**src/rtl/sim_uart_rx_sink_pkg.sv**
```systemverilog
// Shared types and constants for the simulation UART receive sink.
// The PAR state exists only when SIM_UART_RX_PARITY_EN is defined.
package sonata_pkg;

   typedef enum logic [2:0] {
      ST_IDLE,
      ST_START,
      ST_DATA,
`ifdef SIM_UART_RX_PARITY_EN
      ST_PAR,
`endif
      ST_STOP
   } rx_state_e;

   localparam logic [7:0] NEWLINE = 8'h0A;

endpackage

```
**src/rtl/sim_uart_rx_sink_if.sv**
```systemverilog
// Received-byte stream handshake: the sink is master, the consumer is slave.
interface sim_uart_rx_sink_if;
   logic [7:0] rx_data_o;
   logic       rx_valid_o;
   logic       rx_ready_i;

   modport master (output rx_data_o, output rx_valid_o, input rx_ready_i);
   modport slave  (input rx_data_o, input rx_valid_o, output rx_ready_i);
endinterface

```
**src/rtl/sim_uart_rx_fifo.sv**
```systemverilog
// Received-byte FIFO with wrap-bit pointers; a full FIFO still accepts a push when popped in the same cycle.
module sim_uart_rx_fifo #(
   parameter int WIDTH = 8,
   parameter int DEPTH = 8
) (
   input  logic             clk_i,
   input  logic             rst_i,
   input  logic             push_i,
   input  logic [WIDTH-1:0] data_i,
   input  logic             pop_i,
   output logic [WIDTH-1:0] data_o,
   output logic             empty_o,
   output logic             full_o,
   output logic             accept_o
);

   localparam int AW = $clog2(DEPTH);

   if (DEPTH < 2 || (DEPTH & (DEPTH - 1)) != 0) begin : g_bad_depth
      $error("sim_uart_rx_fifo: DEPTH must be a power of two >= 2");
   end

   logic [AW:0]      wr_ptr_q;
   logic [AW:0]      rd_ptr_q;
   logic [WIDTH-1:0] mem_q [DEPTH];
   logic             rd_en;

   assign empty_o  = (wr_ptr_q == rd_ptr_q);
   assign full_o   = (wr_ptr_q[AW] != rd_ptr_q[AW]) &&
                     (wr_ptr_q[AW-1:0] == rd_ptr_q[AW-1:0]);
   assign accept_o = push_i && (!full_o || pop_i);
   assign rd_en    = pop_i && !empty_o;
   // Head reads as zero when empty so the output is defined straight out of reset.
   assign data_o   = empty_o ? '0 : mem_q[rd_ptr_q[AW-1:0]];

   always_ff @(posedge clk_i) begin
      if (rst_i) begin
         wr_ptr_q <= '0;
         rd_ptr_q <= '0;
      end else begin
         if (accept_o) wr_ptr_q <= wr_ptr_q + 1'b1;
         if (rd_en)    rd_ptr_q <= rd_ptr_q + 1'b1;
      end
   end

   always_ff @(posedge clk_i) begin
      if (accept_o) mem_q[wr_ptr_q[AW-1:0]] <= data_i;
   end

endmodule

```
**src/rtl/sim_uart_rx_sink.sv**
```systemverilog
// UART receive sink: 8N1 deserializer feeding a byte FIFO, with frame/overflow/newline flags.
// Define SIM_UART_RX_PARITY_EN for 8E1 frames and the parity_err_o output.
//
// state   | meaning
// IDLE    | line idle, waiting for a synchronized falling edge
// START   | counting to mid start bit; high there means glitch
// DATA    | sampling 8 data bits, LSB first, one per bit period
// PAR     | sampling the even-parity bit (parity builds only)
// STOP    | sampling the stop bit; after a bad stop, waits for line high
module sim_uart_rx_sink
   import sonata_pkg::*;
#(
   parameter int FREQ       = 30_000_000,
   parameter int BAUD       = 921_600,
   parameter int FIFO_DEPTH = 8
) (
   input  logic               clk_i,
   input  logic               rst_i,
   input  logic               rx_i,
   sim_uart_rx_sink_if.master rx_if,
   output logic               frame_err_o,
   output logic               overflow_o,
`ifdef SIM_UART_RX_PARITY_EN
   output logic               parity_err_o,
`endif
   output logic               line_o
);

   localparam int CLKS_PER_BIT = FREQ / BAUD;
   localparam int CNT_W        = $clog2(CLKS_PER_BIT);
   localparam logic [CNT_W-1:0] CNT_HALF = CNT_W'(CLKS_PER_BIT / 2);
   localparam logic [CNT_W-1:0] CNT_FULL = CNT_W'(CLKS_PER_BIT - 1);

   if (CLKS_PER_BIT < 4) begin : g_bad_baud
      $error("sim_uart_rx_sink: FREQ/BAUD must be at least 4");
   end

   logic [1:0]       sync_q;
   logic             rx_s;
   logic             rx_prev_q;
   rx_state_e        state_q, state_d;
   logic [CNT_W-1:0] cnt_q, cnt_d;
   logic [2:0]       bit_q, bit_d;
   logic [7:0]       shift_q, shift_d;
   logic             stop_wait_q, stop_wait_d;
   logic             push, frame_err, par_ok;
   logic             overflow_q;
   logic             fifo_empty, fifo_full, fifo_wr, pop;

`ifdef SIM_UART_RX_PARITY_EN
   logic par_bad_q, par_bad_d, parity_err;
   assign par_ok       = !par_bad_q;
   assign parity_err_o = parity_err;
`else
   assign par_ok = 1'b1;
`endif

   assign rx_s = sync_q[1];

   always_ff @(posedge clk_i) begin
      if (rst_i) begin
         sync_q    <= 2'b11;
         rx_prev_q <= 1'b1;
      end else begin
         sync_q    <= {sync_q[0], rx_i};
         rx_prev_q <= rx_s;
      end
   end

   always_ff @(posedge clk_i) begin
      if (rst_i) begin
         state_q     <= ST_IDLE;
         cnt_q       <= '0;
         bit_q       <= '0;
         shift_q     <= '0;
         stop_wait_q <= 1'b0;
`ifdef SIM_UART_RX_PARITY_EN
         par_bad_q   <= 1'b0;
`endif
      end else begin
         state_q     <= state_d;
         cnt_q       <= cnt_d;
         bit_q       <= bit_d;
         shift_q     <= shift_d;
         stop_wait_q <= stop_wait_d;
`ifdef SIM_UART_RX_PARITY_EN
         par_bad_q   <= par_bad_d;
`endif
      end
   end

   always_comb begin
      state_d     = state_q;
      cnt_d       = cnt_q - 1'b1;
      bit_d       = bit_q;
      shift_d     = shift_q;
      stop_wait_d = stop_wait_q;
      push        = 1'b0;
      frame_err   = 1'b0;
`ifdef SIM_UART_RX_PARITY_EN
      par_bad_d   = par_bad_q;
      parity_err  = 1'b0;
`endif
      case (state_q)
         ST_IDLE: begin
            if (rx_prev_q && !rx_s) begin
               state_d = ST_START;
               cnt_d   = CNT_HALF;
            end
         end
         ST_START: begin
            if (cnt_q == '0) begin
               if (!rx_s) begin
                  state_d = ST_DATA;
                  cnt_d   = CNT_FULL;
                  bit_d   = '0;
               end else begin
                  state_d = ST_IDLE;
               end
            end
         end
         ST_DATA: begin
            if (cnt_q == '0) begin
               shift_d = {rx_s, shift_q[7:1]};
               cnt_d   = CNT_FULL;
               bit_d   = bit_q + 3'd1;
               if (bit_q == 3'd7) begin
`ifdef SIM_UART_RX_PARITY_EN
                  state_d = ST_PAR;
`else
                  state_d = ST_STOP;
`endif
               end
            end
         end
`ifdef SIM_UART_RX_PARITY_EN
         ST_PAR: begin
            if (cnt_q == '0) begin
               par_bad_d  = ^{shift_q, rx_s};
               parity_err = par_bad_d;
               cnt_d      = CNT_FULL;
               state_d    = ST_STOP;
            end
         end
`endif
         ST_STOP: begin
            if (stop_wait_q) begin
               if (rx_s) begin
                  stop_wait_d = 1'b0;
                  state_d     = ST_IDLE;
               end
            end else if (cnt_q == '0) begin
               if (rx_s) begin
                  push    = par_ok;
                  state_d = ST_IDLE;
               end else begin
                  frame_err   = 1'b1;
                  stop_wait_d = 1'b1;
               end
            end
         end
         default: state_d = ST_IDLE;
      endcase
      // Pulses stay quiet in a reset cycle even if the old state would raise them.
      if (rst_i) begin
         push      = 1'b0;
         frame_err = 1'b0;
`ifdef SIM_UART_RX_PARITY_EN
         parity_err = 1'b0;
`endif
      end
   end

   assign pop              = rx_if.rx_valid_o && rx_if.rx_ready_i;
   assign rx_if.rx_valid_o = !fifo_empty;

   sim_uart_rx_fifo #(
      .WIDTH (8),
      .DEPTH (FIFO_DEPTH)
   ) u_fifo (
      .clk_i    (clk_i),
      .rst_i    (rst_i),
      .push_i   (push),
      .data_i   (shift_q),
      .pop_i    (pop),
      .data_o   (rx_if.rx_data_o),
      .empty_o  (fifo_empty),
      .full_o   (fifo_full),
      .accept_o (fifo_wr)
   );

   always_ff @(posedge clk_i) begin
      if (rst_i)                 overflow_q <= 1'b0;
      else if (push && !fifo_wr) overflow_q <= 1'b1;
   end

   assign overflow_o  = overflow_q;
   assign frame_err_o = frame_err;
   assign line_o      = fifo_wr && (shift_q == NEWLINE);

endmodule

```
**src/flat_wrapper.sv**
```systemverilog
// flat-port wrapper written by rule: the top's interface ports become plain ports
module sim_uart_rx_sink_flat import sonata_pkg::*;
#(
   parameter int FREQ       = 30_000_000,
   parameter int BAUD       = 921_600,
   parameter int FIFO_DEPTH = 8
)
  (clk_i, rst_i, rx_i, frame_err_o, overflow_o, line_o, rx_if_rx_data_o, rx_if_rx_valid_o, rx_if_rx_ready_i);
  sim_uart_rx_sink_if rx_if_i ();
  input  logic clk_i;
  input  logic rst_i;
  input  logic rx_i;
  output logic frame_err_o;
  output logic overflow_o;
  output logic line_o;
  output wire logic [$bits(rx_if_i.rx_data_o)-1:0] rx_if_rx_data_o;
  output wire logic [$bits(rx_if_i.rx_valid_o)-1:0] rx_if_rx_valid_o;
  input wire logic [$bits(rx_if_i.rx_ready_i)-1:0] rx_if_rx_ready_i;
  assign rx_if_rx_data_o = rx_if_i.rx_data_o;
  assign rx_if_rx_valid_o = rx_if_i.rx_valid_o;
  assign rx_if_i.rx_ready_i = rx_if_rx_ready_i;
  sim_uart_rx_sink #(.FREQ(FREQ), .BAUD(BAUD), .FIFO_DEPTH(FIFO_DEPTH)) u_core (.clk_i(clk_i), .rst_i(rst_i), .rx_i(rx_i), .rx_if(rx_if_i), .frame_err_o(frame_err_o), .overflow_o(overflow_o), .line_o(line_o));
endmodule
```
**config.mk**
```make
export PLATFORM = sky130hd
export DESIGN_NAME = sim_uart_rx_sink_flat
export DESIGN_NICKNAME = d
export VERILOG_FILES = /design/src/rtl/sim_uart_rx_sink_pkg.sv /design/src/rtl/sim_uart_rx_sink_if.sv /design/src/rtl/sim_uart_rx_fifo.sv /design/src/rtl/sim_uart_rx_sink.sv /design/src/flat_wrapper.sv
export SDC_FILE = /design/constraint.sdc
export NUM_CORES = 1
export LEC_CHECK = 0
export ABC_AREA = 1
export CORE_UTILIZATION = 42
export DETAILED_ROUTE_END_ITERATION = 10
export DONT_BUFFER_PORTS = 1
export GPL_TIMING_DRIVEN = 1
export PLACE_DENSITY = 0.64
export SKIP_CTS_REPAIR_TIMING = 1
export SLEW_MARGIN = 25
export SYNTH_ARGS = -nofsm -noshare
export SYNTH_HDL_FRONTEND = slang
export SYNTH_SLANG_ARGS = --single-unit
```
**constraint.sdc**
```tcl
create_clock -name clk_i -period 2.52 [get_ports clk_i]
set_input_delay 0.504 -clock clk_i [delete_from_list [all_inputs] [get_ports clk_i]]
set_output_delay 0.504 -clock clk_i [all_outputs]
set_load 0.01 [all_outputs]
```
== Yosys cells after proc, flatten, opt, wreduce, memory -nomap -nowiden ==
Memories as Yosys holds them, arrays and structs flattened. A register that Yosys moved wholly into a read port is not among the register bits.
Index checks and enable logic that the tools add are counted.

* Add/subtract/negate cells: 4
* Equal/unequal tests: 14
* Muxes and demuxes: 34
* Reduce and logical (&&, ||, !) cells: 18

{| class="wikitable"
|+ Operators with widths
! cell !! count
|-
| two-way mux 3 bit || 12
|-
| two-way mux 5 bit || 4
|-
| one-hot mux 5 bit (3 select lines) || 1
|-
| two-way mux 1 bit || 13
|-
| one-hot mux 3 bit (4 select lines) || 1
|-
| adder 4 x 1 -> 4 bit (second input constant) || 2
|-
| equality test 8 x 4 -> 1 bit (second input constant) || 1
|-
| two-way mux 8 bit || 1
|-
| inequality test 2 x 1 -> 1 bit (second input constant) || 4
|-
| logical AND 1 bit || 7
|-
| equality test 3 x 2 -> 1 bit (second input constant) || 2
|-
| one-hot mux 3 bit (2 select lines) || 1
|-
| zero test 5 bit || 1
|-
| AND reduction 5 bit || 1
|-
| subtractor 5 x 1 -> 5 bit (second input constant) || 1
|-
| equality test 4 bit || 1
|-
| zero test 1 bit || 4
|-
| AND reduction 4 bit || 1
|-
| adder 3 x 1 -> 3 bit (second input constant) || 1
|-
| equality test 3 x 1 -> 1 bit (second input constant) || 1
|-
| equality test 3 bit || 1
|-
| equality test 3 bit (second input constant) || 1
|-
| zero test 3 bit || 1
|-
| inequality test 3 x 1 -> 1 bit (second input constant) || 1
|-
| other kinds (6) || 6
|}

* Register bits: 32
* RAM bits: 64
* Bits of input ports: 4
* Output and inout port bits: 12
* Word-level logic and storage cells: 81
* Memories kept: 1

{| class="wikitable"
|+ Memories
! memory !! words !! width !! read ports !! clocked after memory_dff !! write ports !! RTL line !! text
|-
| u_core.u_fifo.mem_q || 8 || 8 || 1 || 1 || 1 || sim_uart_rx_fifo.sv:25 || <nowiki>logic [WIDTH-1:0] mem_q [DEPTH];</nowiki>
|}

== Longest topological paths before layout ==
* Depth after elaboration: 8
* Gate-level depth with buffers: 10
* Mapped depth without buffers: 9

== By module ==
Synthesis repeated with hierarchy kept, for this count alone.

* Cell total of the unflattened synthesis: 428
* Area, all modules: 4260.3 um^2

{| class="wikitable"
|+ Modules (own cells, without submodules)
! module !! times used !! cells an instance !! area an instance (um^2) !! seq. area each (um^2)
|-
| sim_uart_rx_fifo || 1 || 287 || 3190.6 || 2142.1
|-
| sim_uart_rx_sink || 1 || 141 || 1069.8 || 460.4
|}

== Least setup slack after synthesis ==
No wires, ideal clock.

* Path type: reg-to-reg
* Start point: register u_core.cnt_q[0]
* End point: memory u_core.u_fifo.mem_q[2][0] (enable)
* Library setup time: 0.383 ns
* Data arrival time: 1.679 ns
* Slack: 0.458 ns
* Stages on the path, launching flop included: 7
* Path through: dfxtp_1 > inv_1 > ha_1 > nand3_2 > nor2_4 > nand3_1 > nor3_1

* Cells in the longest elaborated chain, start to end: 8

{| class="wikitable"
|+ Ends and longest elaborated chain
! item !! RTL line !! text
|-
| from (decl) || sim_uart_rx_sink.sv:42 || <nowiki>logic [CNT_W-1:0] cnt_q, cnt_d;</nowiki>
|-
| from (signal assigned) || sim_uart_rx_sink.sv:82 || <nowiki>cnt_q <= cnt_d;</nowiki>
|-
| zero test 5 bit || sim_uart_rx_sink.sv:152 || <nowiki>end else if (cnt_q == '0) begin</nowiki>
|-
| two-way mux 1 bit || sim_uart_rx_sink.sv:152 ||
|-
| two-way mux 1 bit || sim_uart_rx_sink.sv:147 || <nowiki>if (stop_wait_q) begin</nowiki>
|-
| two-way mux 1 bit || sim_uart_rx_sink.sv:104 || <nowiki>case (state_q)</nowiki>
|-
| two-way mux 1 bit || sim_uart_rx_sink.sv:165 || <nowiki>if (rst_i) begin</nowiki>
|-
| logical AND 1 bit || sim_uart_rx_fifo.sv:31 || <nowiki>assign accept_o = push_i && (!full_o || pop_i);</nowiki>
|-
| two-way mux 1 bit || sim_uart_rx_fifo.sv:47 || <nowiki>if (accept_o) mem_q[wr_ptr_q[AW-1:0]] <= data_i;</nowiki>
|-
| two-way mux 1 bit (implied by the code) || sim_uart_rx_fifo.sv:47 ||
|-
| to (decl) || sim_uart_rx_fifo.sv:25 ||
|}

No other way between the ends.

==> impl_metrics.py <==
metrics = {
    "status": {
        "status": "finished, final reports clean",
    },
    "die": {
        "start_util_pct": 44.01,
        "rows": 35,
        "die_x_um": 101.1,
        "ios": 16,
        "fp.dieH_um": 101.1,
        "core-area_mm2": 0.009371,
        "die-area_mm2": 0.01022,
    },
    "timing": {
        "holdWs_ps": 189.4,
        "period_minus_slack_ps": 2285,
        "setup_tns_ps": 0,
        "rsz0062_at_grt": "false",
        "period_share_pct": 90.69,
        "hold_violations": 0,
        "drv_slew": 0,
        "slew_headroom_pct": 67.98,
        "worst_slew_pin_slew_ps": 479.8,
        "fmax_mhz": 437.6,
        "clock_skew_ps": 14.37,
        "setup_viol": 0,
    },
    "placement": {
        "place.gp.congestion": 0.8025,
        "dp.cells": 527,
        "hpwlAfterDp_um": 5331,
        "portBuffers": 0,
    },
    "final_layout": {
        "fin_nets": 418,
        "final_cell_mix": "76 x nor2_1, 64 x edfxtp_1, 57 x o21ai_0",
        "post_route_cells_drive_above_1_share_pct": 12.32,
        "regArea_mm2": 0.002603,
        "multi_input_area_mm2": 0.001326,
        "final_common_cell": "nor2_1",
        "n_antenna_cell": 0,
        "fin_cells": 543,
        "fillers": 874,
        "area_delta_synth_final_pct": 8.920,
    },
    "cts": {
        "cts_tree": "yes",
        "htreeDepth": 3,
        "ctsRootBufferMaster": "clkbuf_8",
        "cts.path.max_buffers": 2,
        "worstSkewPairLatency_ps": 370,
        "cts.sinks": 98,
        "clk_pin_slew_ps": 100,
        "numCtsBuffers": 9,
    },
    "worst_setup_path": {
        "worstSetupEndpointType": "output pin",
        "critPathSlowestCell": "dfxtp_1",
        "critPathBufInv": 1,
        "crit_chain": "buf_6 > nor2_1 > nor2_1 > o21ai_0 > o21ai_0 > o21ai_0 > a31oi_1",
        "path_delay_family": "compound AO/OA/AOI/OAI gates",
        "path_class": "flop to output pin",
        "crit_top_cell": "o21ai_0",
        "path_max_fanout": 29,
        "slowest_delay_ps": 420,
        "required_ps": 2020,
        "setup.worst_path.start_class": "flop",
        "cp.arrival_ps": 1780,
    },
    "synth": {
        "synthCells": 403,
        "synthArstFlopShare_pct": 0,
        "yosys_warnings": 0,
        "synth-edff-count": 64,
        "synth-simple-area-share_pct": 17.48,
        "synth-seq-cells": 98,
        "synth_cell_types": 36,
        "synthXorXnorAreaFrac_pct": 1.456,
        "ys_seq_area_share_pct": 63.11,
        "synthAdderAreaFrac_pct": 1.517,
        "synth_ff_type": "edfxtp_1",
        "synth_compound_area_share_pct": 11.71,
        "synth_mux_area_share_pct": 0,
        "synth_top_family_by_area": "simple AND/OR/NAND/NOR gates",
        "synth_fp_nets": 412,
        "syn_area_mm2": 0.004124,
        "syn_avg_cell_area_um2": 10.23,
    },
    "drt": {
        "drt-initial-drc-count": 187,
        "antenna_left": 0,
        "viasPerCell": 5.052,
        "dr_total_vias": 2743,
        "post_drt_wl_per_cell_um": 14.89,
        "drt_wl_total_um": 8084,
        "first_pass_iters": 4,
        "drc": 0,
    },
    "flow_run": {
        "cap_violations": 0,
    },
    "global_route": {
        "grt_max_degree": 33,
        "grt_overflow": 0,
        "grt_usage_pct": 17.54,
        "antenna_found_initial": 0,
        "first_global_vias": 2644,
        "grt_pass1_wl_um": 13360,
    },
    "pwr": {
        "cellLeakagePower_nw": 1.682,
        "ir_drop_mv": 0.4067,
        "p_per_area_mw_per_mm2": 713.7,
    },
    "worst_hold_path": {
        "hold_class": "input pin to flop",
    },
}
==> cells in the mapped netlist (all sizes together), types with 3 or more instances <==
master | n | area share (%)
dfxtp | 34 | 17
ha | 5 | 1.5
nand3 | 13 | 2.4
inv | 29 | 2.6
xor2 | 4 | 0.85
o21ai | 61 | 7.5
edfxtp | 64 | 47
nor3 | 12 | 1.6
nand4 | 3 | 0.61
a21oi | 19 | 2.4
nand2 | 43 | 4.2
clkbuf | 4 | 0.39
a31oi | 9 | 1.4
nor2 | 81 | 7.9
buf | 13 | 1.7
==> stage by stage <==
stage          instance area [µm²]  power, mW  setup slack, ps  util (%)
6_report                      4492      3.206            234.6     47.93
4_1_cts                       4488      3.228            139.3     47.89
2_1_floorplan                 4124      2.143            457.7         -
5_1_grt                       4492      3.367            37.30     47.93
3_5_place_dp                  4289      2.220            548.9     45.77
3_3_place_gp                  4289      2.212            608.7     45.77
==> power breakdown <==
part,switching (mW),internal (mW),total (mW)
Combinational,0.273,0.142,0.415
Clock,0.551,0.468,1.02
Sequential,0.0394,1.73,1.77
==> layout make-up <==
| type | instances | share of cell area (%) |
|---|---|---|
| Clock buffer | 9 | 2.758 |
| Clock inverter | 7 | 1.671 |
| Inverter | 29 | 2.423 |
| Multi-Input combinational cell | 259 | 29.53 |
| Sequential cell | 98 | 57.94 |
| Tap cell | 129 | 3.593 |
| Timing Repair Buffer | 12 | 2.089 |
==> worst paths after layout <==
path	start	endpoint	slack, ps	cells after the start
worst max-delay path	flop	rx_if_rx_data_o[7]	230	7
worst min-delay path	rst_i	u_core.state_q[0]	190	1
worst max register to register	u_core.cnt_q[0]	u_core.shift_q[3]	530	7
worst min register to register	u_core.sync_q[0]	u_core.sync_q[1]	420	1
==> state kept, by name (all words and copies together), names as in the netlist, named ones only <==
| name | cells |
|---|---|
| u_core.bit_q | 3 |
| u_core.rx_prev_q | 1 |
| u_core.stop_wait_q | 1 |
| u_core.u_fifo.rd_ptr_q | 4 |
| u_core.state_q | 2 |
| u_core.sync_q | 2 |
| u_core.u_fifo.wr_ptr_q | 4 |
| u_core.overflow_o | 1 |
| u_core.shift_q | 8 |
| u_core.cnt_q | 5 |
| u_core.u_fifo.mem_q | 64 |
==> kinds of logic after synthesis <==
kind of cell / after synthesis
simple gates: 157
flops: 98
compound gates: 91
fa+ha+maj: 5
xor+xnor: 6
buf+inv: 46
==> metal layers <==
metal / vias up / global-route usage (%) / wire length [µm]
li1: 1400 / - / -
met5: - / 0 / 0
met3: 8 / 5.201 / 436
met4: 0 / 5.463 / 105
met1: 1276 / 22.89 / 3797
met2: 59 / 28.10 / 3745
Power figures use the tool's default switching activity.
